<file path="src/rtl/alu_pkg.sv">
// Constants and tag type shared between the ALU core and the blocks that feed it.
package alu_pkg;

  localparam int ALU_DW      = 8;
  localparam int ALU_OW      = 16;
  localparam int ALU_IW      = 3;
  localparam int ALU_LAT_DEF = 2;

  typedef struct packed {
    logic       vld;
    logic [1:0] id;
  } tag_t;

endpackage

</file>
<file path="src/rtl/alu_rr_pick.sv">
// Combinational wrap-around priority picker: first valid requester after ptr,
// ptr itself is searched last. Returns a one-hot grant, zero when nothing is valid.
module alu_rr_pick #(
  parameter int NUM_REQ = 2
) (
  input  logic [NUM_REQ-1:0] valid,
  input  logic [1:0]         ptr,
  output logic [NUM_REQ-1:0] grant
);

  logic found;

  always_comb begin
    grant = '0;
    found = 1'b0;
    for (int p = 0; p < NUM_REQ; p++) begin
      if (ptr == 2'(p)) begin
        for (int off = 1; off <= NUM_REQ; off++) begin
          if (!found && valid[(p + off) % NUM_REQ]) begin
            grant[(p + off) % NUM_REQ] = 1'b1;
            found = 1'b1;
          end
        end
      end
    end
  end

endmodule

</file>
<file path="src/rtl/alu_share_ctrl.sv">
// Shares one pipelined ALU between up to four requesters: round-robin grant with
// bounded lock bursts, operand issue, and tagged in-order routing of results.
module alu_share_ctrl
  import alu_pkg::*;
#(
  parameter int NUM_REQ   = 2,
  parameter int ALU_LAT   = ALU_LAT_DEF,
  parameter int MAX_BURST = 4
) (
  input  logic                      clk_p_i,
  input  logic                      reset_n_i,
  input  logic [NUM_REQ-1:0]        req_valid_i,
  input  logic [NUM_REQ-1:0]        req_lock_i,
  input  logic [ALU_DW*NUM_REQ-1:0] req_a_i,
  input  logic [ALU_DW*NUM_REQ-1:0] req_b_i,
  input  logic [ALU_IW*NUM_REQ-1:0] req_inst_i,
  output logic [NUM_REQ-1:0]        req_ready_o,
  output logic [ALU_DW-1:0]         alu_a_o,
  output logic [ALU_DW-1:0]         alu_b_o,
  output logic [ALU_IW-1:0]         alu_inst_o,
  input  logic [ALU_OW-1:0]         alu_data_i,
  output logic [NUM_REQ-1:0]        resp_valid_o,
  output logic [ALU_OW-1:0]         resp_data_o,
  output logic                      busy_o
);

  // The core registers its inputs one edge after issue, then takes ALU_LAT
  // cycles; the extra tag stage keeps the tag aligned with alu_data_i.
  localparam int TAG_DEPTH = ALU_LAT + 2;

  logic [1:0]                rr_ptr_reg;
  logic [NUM_REQ-1:0]        owner_oh_reg;
  logic [3:0]                burst_cnt_reg;
  logic [3:0]                burst_cnt_next;
  logic                      xfer_prev_reg;
  tag_t [TAG_DEPTH-1:0]      tag_reg;
  tag_t                      tag_next;

  logic [NUM_REQ-1:0]        pick;
  logic [NUM_REQ-1:0]        grant;
  logic [NUM_REQ-1:0]        resp_valid_next;
  logic                      keep;
  logic                      xfer;
  logic [1:0]                grant_id;
  logic [ALU_DW-1:0]         a_sel;
  logic [ALU_DW-1:0]         b_sel;
  logic [ALU_IW-1:0]         inst_sel;
  logic [ALU_DW-1:0]         a_arr    [NUM_REQ];
  logic [ALU_DW-1:0]         b_arr    [NUM_REQ];
  logic [ALU_IW-1:0]         inst_arr [NUM_REQ];

  generate
    for (genvar gi = 0; gi < NUM_REQ; gi++) begin : g_unpack
      assign a_arr[gi]    = req_a_i[ALU_DW*gi +: ALU_DW];
      assign b_arr[gi]    = req_b_i[ALU_DW*gi +: ALU_DW];
      assign inst_arr[gi] = req_inst_i[ALU_IW*gi +: ALU_IW];
    end
  endgenerate

  alu_rr_pick #(.NUM_REQ(NUM_REQ)) u_pick (
    .valid (req_valid_i),
    .ptr   (rr_ptr_reg),
    .grant (pick)
  );

  // The last owner keeps the grant only while it is locked, still valid,
  // was served last cycle and has not used up its burst allowance.
  assign keep = xfer_prev_reg && (|(req_valid_i & req_lock_i & owner_oh_reg)) &&
                (burst_cnt_reg < 4'(MAX_BURST));
  assign grant       = keep ? owner_oh_reg : pick;
  assign req_ready_o = grant & {NUM_REQ{reset_n_i}};
  assign xfer        = |(req_valid_i & req_ready_o);

  always_comb begin
    grant_id = '0;
    a_sel    = '0;
    b_sel    = '0;
    inst_sel = '0;
    for (int i = 0; i < NUM_REQ; i++) begin
      if (grant[i]) begin
        grant_id = 2'(i);
        a_sel    = a_arr[i];
        b_sel    = b_arr[i];
        inst_sel = inst_arr[i];
      end
    end
  end

  always_comb begin
    burst_cnt_next = 4'd1;
    if (xfer_prev_reg && (grant_id == rr_ptr_reg)) begin
      burst_cnt_next = (burst_cnt_reg >= 4'(MAX_BURST)) ? 4'(MAX_BURST) : burst_cnt_reg + 4'd1;
    end
  end

  assign tag_next.vld = xfer;
  assign tag_next.id  = grant_id;

  always_comb begin
    resp_valid_next = '0;
    for (int i = 0; i < NUM_REQ; i++) begin
      resp_valid_next[i] = tag_reg[TAG_DEPTH-1].vld && (tag_reg[TAG_DEPTH-1].id == 2'(i));
    end
  end

  always_comb begin
    busy_o = |resp_valid_o;
    for (int s = 0; s < TAG_DEPTH; s++) begin
      busy_o = busy_o | tag_reg[s].vld;
    end
  end

  always_ff @(posedge clk_p_i or negedge reset_n_i) begin
    if (!reset_n_i) begin
      rr_ptr_reg    <= 2'(NUM_REQ - 1);
      owner_oh_reg  <= '0;
      burst_cnt_reg <= '0;
      xfer_prev_reg <= 1'b0;
      tag_reg       <= '0;
      alu_a_o       <= '0;
      alu_b_o       <= '0;
      alu_inst_o    <= '0;
      resp_valid_o  <= '0;
      resp_data_o   <= '0;
    end else begin
      xfer_prev_reg <= xfer;
      tag_reg       <= {tag_reg[TAG_DEPTH-2:0], tag_next};
      resp_valid_o  <= resp_valid_next;
      if (tag_reg[TAG_DEPTH-1].vld) begin
        resp_data_o <= alu_data_i;
      end
      if (xfer) begin
        rr_ptr_reg    <= grant_id;
        owner_oh_reg  <= grant;
        burst_cnt_reg <= burst_cnt_next;
        alu_a_o       <= a_sel;
        alu_b_o       <= b_sel;
        alu_inst_o    <= inst_sel;
      end
    end
  end

endmodule

</file>
<file path="config.mk">
export PLATFORM = sky130hd
export DESIGN_NAME = alu_share_ctrl
export DESIGN_NICKNAME = d
export VERILOG_FILES = /design/src/rtl/alu_pkg.sv /design/src/rtl/alu_rr_pick.sv /design/src/rtl/alu_share_ctrl.sv
export SDC_FILE = /design/constraint.sdc
export NUM_CORES = 1
export LEC_CHECK = 0
export ABC_CLOCK_PERIOD_IN_PS = 4400
export CAP_MARGIN = 15
export CELL_PAD_IN_SITES_DETAIL_PLACEMENT = 0
export CELL_PAD_IN_SITES_GLOBAL_PLACEMENT = 1
export CORE_MARGIN = 1
export CORE_UTILIZATION = 25
export DETAILED_ROUTE_END_ITERATION = 12
export GPL_ROUTABILITY_DRIVEN = 0
export HOLD_SLACK_MARGIN = 0.02
export PLACE_DENSITY = 0.76
export SLEW_MARGIN = 20
export SYNTH_ARGS = -nofsm -noshare
export SYNTH_HDL_FRONTEND = slang
export SYNTH_SLANG_ARGS = --single-unit
</file>
<file path="constraint.sdc">
create_clock -name clk_p_i -period 4.4 [get_ports clk_p_i]
set_input_delay 0.44 -clock clk_p_i [delete_from_list [all_inputs] [get_ports clk_p_i]]
set_output_delay 0.44 -clock clk_p_i [all_outputs]
set_load 0.01 [all_outputs]
</file>
# ---- After elaboration in Yosys (flattened, before gate mapping)
# Index checks and enable logic that the tools add are counted.
# W data, S select, Z words.
dict set report totals {
  out_inout_bits 40
  inputBits 60
  latch_bits 0
  mem_count 0
  ff_bits 57
  word_cells 67
  ram_bits 0
  mem_bits_ro 0
}
dict set report op_classes {
  add_sub_neg 1
  mux 21
  shift 0
  div_mod_pow 0
  bitwise 8
  multipliers 0
  reduce_logical 16
  n_lt_le_gt_ge 2
  n_eq_ne 3
}
# cell count
set ops {}
lappend ops {{$mux W8} 4}
lappend ops {{$mux W1} 10}
lappend ops {{$and A2 B2 Y2} 4}
lappend ops {{$logic_and A1 B1 Y1} 8}
lappend ops {{$mux W4} 2}
lappend ops {{$mux W2} 3}
lappend ops {{$mux W3} 2}
lappend ops {{$reduce_or A2 Y1} 3}
lappend ops {{$add A4 B1 Y4 const B} 1}
lappend ops {{$eq A2 B1 Y1 const B} 2}
lappend ops {{$ge A4 B3 Y1 const B} 1}
lappend ops {{$logic_not A2 Y1} 2}
lappend ops {{$lt A4 B3 Y1 const B} 1}
lappend ops {{$or A1 B1 Y1} 4}
lappend ops {{$logic_not A1 Y1} 3}
lappend ops {{$eq A2 B2 Y1} 1}

# ---- Logic depth before layout (Yosys ltp)
# Gate-level depths: netlist of the first run.
dict set report logic_depth {
  depth_word 19
  mapped_depth 7
  mapped_depth_nobuf 5
}

# ---- By module
# From an unflattened synthesis of the first run, not the netlist that was laid out.
dict set report hier_totals {
  cells_unflattened 282
  hier_area_um2 2941.6
}
# mod area_each_um2 instances cells_each seq_area_each_um2
set by_module_without_submodules {}
lappend by_module_without_submodules {alu_share_ctrl 2911.5 1 278 1302.5}
lappend by_module_without_submodules {alu_rr_pick 30.0 1 4 0.0}

# ---- Worst setup path after synthesis of the first run
# Ideal clock, no wire load.
dict set report synth_path {
  path_type {input -> output}
  startpoint {input req_valid_i[1]}
  endpoint {output req_ready_o[1]}
  arrival_time_ns 1.522
  required_time_ns 3.960
  path_buffers 2
  path_stages 7
  slack_ns 2.438
  cell_sequence {buf_2 nand3_1 a21boi_4 mux2i_1 buf_2 nand2_1 inv_1}
}
dict set report synth_between {
  elab_chain_cells 16
  word_cells_on_any_way 22
  cone_classes {mux (10); bitwise (3); reduce/logical (9)}
}
# element line_no
set synth_rtl {}
lappend synth_rtl {{start: declaration} alu_share_ctrl.sv:12} ;# input logic [NUM_REQ-1:0] req_valid_i,
lappend synth_rtl {{$mux W1} alu_rr_pick.sv:19} ;# if (!found && valid[(p + off) % NUM_REQ]) begin
lappend synth_rtl {{$mux W1} alu_rr_pick.sv:17} ;# if (ptr == 2'(p)) begin
lappend synth_rtl {{$logic_not A1 Y1} alu_rr_pick.sv:19}
lappend synth_rtl {{$logic_and A1 B1 Y1} alu_rr_pick.sv:19}
lappend synth_rtl {{$mux W1} alu_rr_pick.sv:19}
lappend synth_rtl {{$mux W1} alu_rr_pick.sv:17}
lappend synth_rtl {{$logic_not A1 Y1} alu_rr_pick.sv:19}
lappend synth_rtl {{$logic_and A1 B1 Y1} alu_rr_pick.sv:19}
lappend synth_rtl {{$mux W1} alu_rr_pick.sv:19}
lappend synth_rtl {{$mux W1} alu_rr_pick.sv:17}
lappend synth_rtl {{$logic_not A1 Y1} alu_rr_pick.sv:19}
lappend synth_rtl {{$logic_and A1 B1 Y1} alu_rr_pick.sv:19}
lappend synth_rtl {{$mux W1} alu_rr_pick.sv:19}
lappend synth_rtl {{$mux W2} alu_rr_pick.sv:17}
lappend synth_rtl {{$mux W2 (*)} alu_share_ctrl.sv:70} ;# assign grant = keep ? owner_oh_reg : pick;
lappend synth_rtl {{named net grant[1]} alu_share_ctrl.sv:40} ;# logic [NUM_REQ-1:0] grant;
lappend synth_rtl {{$and A2 B2 Y2 (*)} alu_share_ctrl.sv:71} ;# assign req_ready_o = grant & {NUM_REQ{reset_n_i}};
lappend synth_rtl {{end: declaration} alu_share_ctrl.sv:17} ;# output logic [NUM_REQ-1:0] req_ready_o,
# The timed path passes the listed nets; every way through them passes the cells marked *. The select of a mux whose other input is x is not followed.

# ---- Worst setup path after layout of the first run
dict set report layout_path {
  startpoint {input req_valid_i[1]}
  endpoint {output req_ready_o[1]}
}
dict set report layout_between {
  elab_chain_cells 16
  word_cells_on_any_way 22
  cone_classes {mux (10); bitwise (3); reduce/logical (9)}
}
# element line_no
set layout_rtl {}
lappend layout_rtl {{$mux W1} alu_rr_pick.sv:19}
lappend layout_rtl {{$mux W1} alu_rr_pick.sv:17}
lappend layout_rtl {{$logic_not A1 Y1} alu_rr_pick.sv:19}
lappend layout_rtl {{$logic_and A1 B1 Y1} alu_rr_pick.sv:19}
lappend layout_rtl {{$mux W1} alu_rr_pick.sv:19}
lappend layout_rtl {{$mux W1} alu_rr_pick.sv:17}
lappend layout_rtl {{$logic_not A1 Y1} alu_rr_pick.sv:19}
lappend layout_rtl {{$logic_and A1 B1 Y1} alu_rr_pick.sv:19}
lappend layout_rtl {{$mux W1} alu_rr_pick.sv:19}
lappend layout_rtl {{$mux W1} alu_rr_pick.sv:17}
lappend layout_rtl {{$logic_not A1 Y1} alu_rr_pick.sv:19}
lappend layout_rtl {{$logic_and A1 B1 Y1} alu_rr_pick.sv:19}
lappend layout_rtl {{$mux W1} alu_rr_pick.sv:19}
lappend layout_rtl {{$mux W2} alu_rr_pick.sv:17}
lappend layout_rtl {{$mux W2 (*)} alu_share_ctrl.sv:70}
lappend layout_rtl {{$and A2 B2 Y2 (*)} alu_share_ctrl.sv:71}
# Mark *: on every way between the ends. The rest lies on a longest branch, timed or not. The select of a mux whose other input is x is not followed.

==> flow_summary.ini, run 1 <==
[synth]
synth_cells = 177
synth-simple-area-share = 0.135
synth_top_family_by_area = compound AO/OA/AOI/OAI gates
synthAdderAreaFrac = 0.00568
syn-num-nets = 238
syn_avg_cell_area_sq_um = 12.5
yosysWarnings = 0
yosysSeqAreaShare = 0.591
synth_cell_types = 34
synthMuxAreaShare = 0.103
synthXorXnorAreaFrac = 0.00397
synth_area_sq_um = 2200
synth_compound_area_frac = 0.135
ys_ff_latch = 52

[min_path]
hold_path_depth = 0
hp-class = reg2reg
hp-start = tag_reg[6]$_DFF_PN0_
whs_endpoint = tag_reg[9]$_DFF_PN0_

[final_layout]
multi_input_area_sq_um = 845
diodes = 0
nNetsFinal = 337
largest_register_ffs = 16
drive_above_1_share = 0.130
syn_to_final_growth_pct = 54.4
regArea_sq_um = 1300
largest-register = resp_data_o
fillers = 822

[flow_run]
drv_cap = 0

[clock_tree]
cts_root_buf = clkbuf_8
cts.htree.levels = 2
cts_made_buffers = 5
postCtsResizedCells = 0
cts_tree = built
postCtsSetupBuffers = 0
clk_path_buf_depth = 2
cts.sinks = 52
clk-insertion-delay-late_ns = 0.30
path_clk_slew_ns = 0.10

[global_routing]
grt_pass1_wl_um = 8460
antenna_found_initial = 0
grt_overflow = 0
grt_max_degree = 50
grt_usage = 0.122
grt_pass1_vias = 1762

[sta]
fmax_ghz = 0.316
tns_ns = 0
min_period_ns = 3.17
hold_viol = 0
worst_clock_skew_ns = 0.00410
finalWorstSetupSlack_ns = 1.23
slew_headroom = 0.450
setup_viol = 0
slew_violations = 0
hold_slack_ns = 0.357
min_period_over_period = 0.720
tightestPinTransition_ns = 0.824
rsz0062_at_grt = no

[power]
ir_drop_mv = 0.132
power_leakage_nw = 1.49
p_per_area_nw_per_um2 = 364
power_w = 0.00124

[critical_path]
cp-start-kind = input pin
cp.required_ns = 3.96
rrSetupSlack_ns = 2.04
arrival_ns = 2.73
path_max_fanout = 21
r2r-end = alu_b_o[0]$_DFFE_PN0P_
crit_type = in2out
timing.rr.start = burst_cnt_reg[3]$_DFFE_PN0P_
reg2reg_depth = 5
cp-end-kind = primary output

[run_status]
status = finished, final reports clean

[floorplan]
die_area_sq_um = 9200
die_h_um = 95.9
ios = 100
initial_core_util = 0.263
die_w_um = 95.9
fp-row-count = 33
core_area_sq_um = 8380

[place]
pre_cts_ws_ns = 1.25
port_buffers = 99
place_hpwl_um = 3880

[routing]
num_vias = 1745
wl_um = 5420
drc = 0
vias_per_cell = 4.57
detail-route-antenna-nets = 0
wire_per_inst_um = 14.2
drt-initial-drc-count = 63
dr.pass1.iters = 4
==> timing repair <==
action                                 in CTS  in global routing
setup endpoints to repair                   0                  0
endpoints found under the hold margin       2                  0
hold buffers                                1                  0
==> worst max-delay path by stage <==
| stage | from | endpoint | slack, ns | depth (start not counted) |
|---|---|---|---|---|
| final | req_valid_i[1] | req_ready_o[1] | 1.23 | 8 |
| after global placement | req_valid_i[1] | req_ready_o[1] | 1.29 | 8 |
| after detailed placement | req_valid_i[1] | req_ready_o[1] | 1.25 | 8 |
| after CTS | req_valid_i[1] | req_ready_o[1] | 1.24 | 8 |
| after floorplan | req_valid_i[1] | req_ready_o[1] | 2.44 | 7 |
| after global routing | req_valid_i[1] | req_ready_o[1] | 1.06 | 8 |
==> layer usage <==
metal  part of all wire  up-vias  track usage  routed length (um)
li1                   -      849            -                   -
met1               0.43      816        0.150                2330
met2               0.47       73        0.204                2570
met3              0.083        7       0.0371                 447
met4              0.013        0       0.0423                  69
met5                  0        -            0                   0
==> worst max-delay path: stages <==
cell	delay, ns
clkdlybuf4s50_1	0.65
nand3_1	0.20
a21boi_4	0.26
mux2i_1	0.21
buf_4	0.25
nand2_1	0.12
inv_1	0.07
clkdlybuf4s50_1	0.52
==> synth_stat cells <==
library cell	number	area share
inv_1	4	0.0068
and3_1	19	0.054
a211oi_1	1	0.0034
xnor2_1	1	0.0040
nor2b_1	1	0.0028
nor2_2	1	0.0028
and2_1	3	0.0085
dfrtp_1	51	0.58
a21o_1	1	0.0034
a221o_1	19	0.086
o21ai_0	6	0.014
and3b_1	1	0.0040
nor4b_1	1	0.0040
nand2_1	14	0.024
nand3_2	1	0.0045
dfstp_2	1	0.012
a41oi_1	1	0.0040
nand3_1	2	0.0045
nand2b_1	2	0.0057
o21ai_1	1	0.0023
mux2_4	1	0.0068
clkbuf_1	6	0.010
a311oi_1	1	0.0040
buf_1	1	0.0017
nand4_1	1	0.0028
nor4_1	1	0.0028
nor3b_2	1	0.0057
mux2i_1	2	0.0091
nor2_1	5	0.0085
mux2_2	17	0.087
a21oi_1	4	0.0091
ha_1	1	0.0057
a21boi_4	1	0.0085
buf_2	4	0.0091
==> through the flow <==
step	std cells	util	instance area (sq um)
5_1_grt	382	0.406	3400
2_1_floorplan	177	-	2200
3_5_place_dp	373	0.394	3300
6_report	382	0.406	3400
3_3_place_gp	373	0.394	3300
4_1_cts	382	0.406	3400
==> where the power goes <==
| group | switching [W] | internal (W) | total [W] |
|---|---|---|---|
| logic | 0.000137 | 0.000222 | 0.000359 |
| registers | 0.0000510 | 0.000553 | 0.000604 |
| clock network | 0.000163 | 0.000114 | 0.000277 |
| total | 0.000351 | 0.000889 | 0.00124 |
==> layout make-up <==
class,instances,share of cell area
repair buffers,103,0.299
well taps,105,0.0386
clock inverters,3,0.00662
multi-input cells,110,0.248
clock buffers,5,0.0202
inverters,4,0.00441
flip-flops and latches,52,0.383
==> cells by family after synthesis <==
kind of cell / count (synthesis)
and+or+nand+nor: 53
DFF: 52
AOI/OAI and AO/OA: 35
muxes: 20
buffers and inverters: 15
xor gates and xnor gates: 1
adders and majority gates: 1
==> layout by cell type (no fill, tap or decap), drive strengths merged, types with 2 or more instances in the layout <==
cell           count
clkdlybuf4s50     98
dfrtp             51
mux2              18
nand3              3
clkinv             2
buf                4
nor2               6
and3              19
o21ai              7
nand2             14
nand2b             2
a221o             19
and2               3
clkbuf             5
inv                5
a21oi              4
mux2i              2
Note: power is estimated with default switching activity, not from simulation.
==> run 2, diff against run 1 <==
ABC_CLOCK_PERIOD_IN_PS = 2950   (was 4400)
clock period = 2.95 ns   (was 4.4 ns; I/O delays follow)
==> run 2 against run 1 <==
  * Flip-flop and latch count unchanged
  * Sequential share of layout area decreased by 0.22 points
  * Clock-buffer cell count increased by 1
  * Combinational power increased by 52%
  * Clock power increased by 42%
  * Clock skew increased by 0.0019 ns
  * Total power increased by 48%
  * Final cell count increased by 0.79%
  * Worst hold slack got worse by 0.0063 ns
  * First-iteration DRC count decreased by 6.3%
  * Critical path type is now reg2out
  * Critical endpoint unchanged
  * Highest routed layer unchanged
==> flow_summary.ini, run 2 (synthesized netlist as in run 1, its figures left out) <==
[run_status]
status = finished, final reports clean

[clock_tree]
cts.sinks = 52
postCtsResizedCells = 0
cts.htree.levels = 2
cts_tree = built
postCtsSetupBuffers = 0
clk_path_buf_depth = 2
clk-insertion-delay-late_ns = 0.30
cts_root_buf = clkbuf_8
holdBufCountCts = 1
cts_made_buffers = 5
path_clk_slew_ns = 0.09

[sta]
fmax_ghz = 0.385
finalWorstSetupSlack_ns = 0.355
worst_clock_skew_ns = 0.00599
tns_ns = 0
min_period_over_period = 0.880
hold_viol = 0
rsz0062_at_grt = no
min_period_ns = 2.59
setup_viol = 0
slew_headroom = 0.539
tightestPinTransition_ns = 0.690
slew_violations = 0

[power]
power_leakage_nw = 1.50
p_per_area_nw_per_um2 = 536
ir_drop_mv = 0.163

[flow_run]
drv_cap = 0

[routing]
detail-route-antenna-nets = 0
num_vias = 1769
wl_um = 5290
vias_per_cell = 4.59
dr.pass1.iters = 4
drt-initial-drc-count = 59
drc = 0
wire_per_inst_um = 13.7

[global_routing]
grt_usage = 0.120
antenna_found_initial = 0
grt_pass1_wl_um = 8370
grt_max_degree = 52
grt_overflow = 0
grt_pass1_vias = 1804

[floorplan]
core_area_sq_um = 8380
die_area_sq_um = 9200
die_h_um = 95.9
fp-row-count = 33
die_w_um = 95.9
initial_core_util = 0.263
ios = 100

[min_path]
hp-class = reg2reg
hp-start = tag_reg[6]$_DFF_PN0_

[place]
pre_cts_ws_ns = 0.370
place_hpwl_um = 3790
port_buffers = 99

[critical_path]
cp-end-kind = primary output
path_max_fanout = 6
cp.required_ns = 2.65
arrival_ns = 2.30
timing.rr.start = burst_cnt_reg[3]$_DFFE_PN0P_
cp-startpoint = burst_cnt_reg[3]$_DFFE_PN0P_
cp-start-kind = flop
crit_type = reg2out

[final_layout]
mostFrequentLayoutCell = clkdlybuf4s50_1
drive_above_1_share = 0.136
fillers = 817
nNetsFinal = 340
largest-register = resp_data_o
largest_register_ffs = 16
mostFrequentLayoutCells = clkdlybuf4s50_1, dfrtp_1, and3_1, a221o_1, mux2_2
syn_to_final_growth_pct = 55.3
diodes = 0
## run 2: cell count changes in the layout (fill, tap and decap cells not counted)
cell / previous run / this run
buf_4: 3 / 6
clkinvlp_4: 0 / 1
inv_6: 1 / 0
clkinv_2: 1 / 0
clkbuf_1: 0 / 1
## run 2: layout make-up
type                    instances  area (sq um)  area share
clock buffers                   6          72.6      0.0212
clock inverters                 2          16.3     0.00475
inverters                       4          15.0     0.00439
multi-input cells             110           845       0.247
flip-flops and latches         52          1300       0.380
well taps                     105           131      0.0384
repair buffers                106          1040       0.304
## run 2: worst max-delay path, stage by stage, from the launching register on
cell and delay, ns:
dfrtp_1 0.41, nor3b_2 0.33, a21boi_4 0.31, mux2i_1 0.27
nand2_1 0.10, inv_1 0.06, clkdlybuf4s50_1 0.52
## run 2: final timing paths
path / endpoint / slack, ns / cells past startpoint
hold / removal: tag_reg[9]$_DFF_PN0_ / 0.35 / 0
min in group asynchronous: owner_oh_reg[1]$_DFFE_PN0P_ / 0.38 / 2
hold reg to reg: tag_reg[9]$_DFF_PN0_ / 0.35 / 0
setup / recovery: req_ready_o[1] / 0.36 / 6
max in group asynchronous: alu_inst_o[2]$_DFFE_PN0P_ / 1.74 / 3
setup reg to reg: alu_b_o[6]$_DFFE_PN0P_ / 0.98 / 6
## run 2: metrics by stage
step	util	total power, W	std cells	instance area [sq um]	hold slack (ns)
final	0.408	0.00183	385	3420	0.351
after floorplan	-	0.00113	177	2200	-0.000591
after CTS	0.408	0.00187	385	3420	0.353
after detailed placement	0.397	0.00146	376	3320	0.135
after global routing	0.408	0.00196	385	3420	0.349
after global placement	0.397	0.00145	376	3320	0.133
## run 2: routing by layer
metal | vias up | part of all wire | track usage
met4 | 0 | 0.010 | 0.0336
met1 | 837 | 0.43 | 0.139
met5 | - | 0 | 0
li1 | 855 | - | -
met2 | 71 | 0.47 | 0.210
met3 | 6 | 0.090 | 0.0411
## run 2: where the power goes
| group | internal [W] | switching, W | leakage (nW) |
|---|---|---|---|
| clock | 0.000169 | 0.000225 | 0.0414 |
| combinational | 0.000334 | 0.000212 | 0.816 |
| sequential | 0.000825 | 0.0000695 | 0.638 |
| total | 0.00133 | 0.000506 | 1.50 |
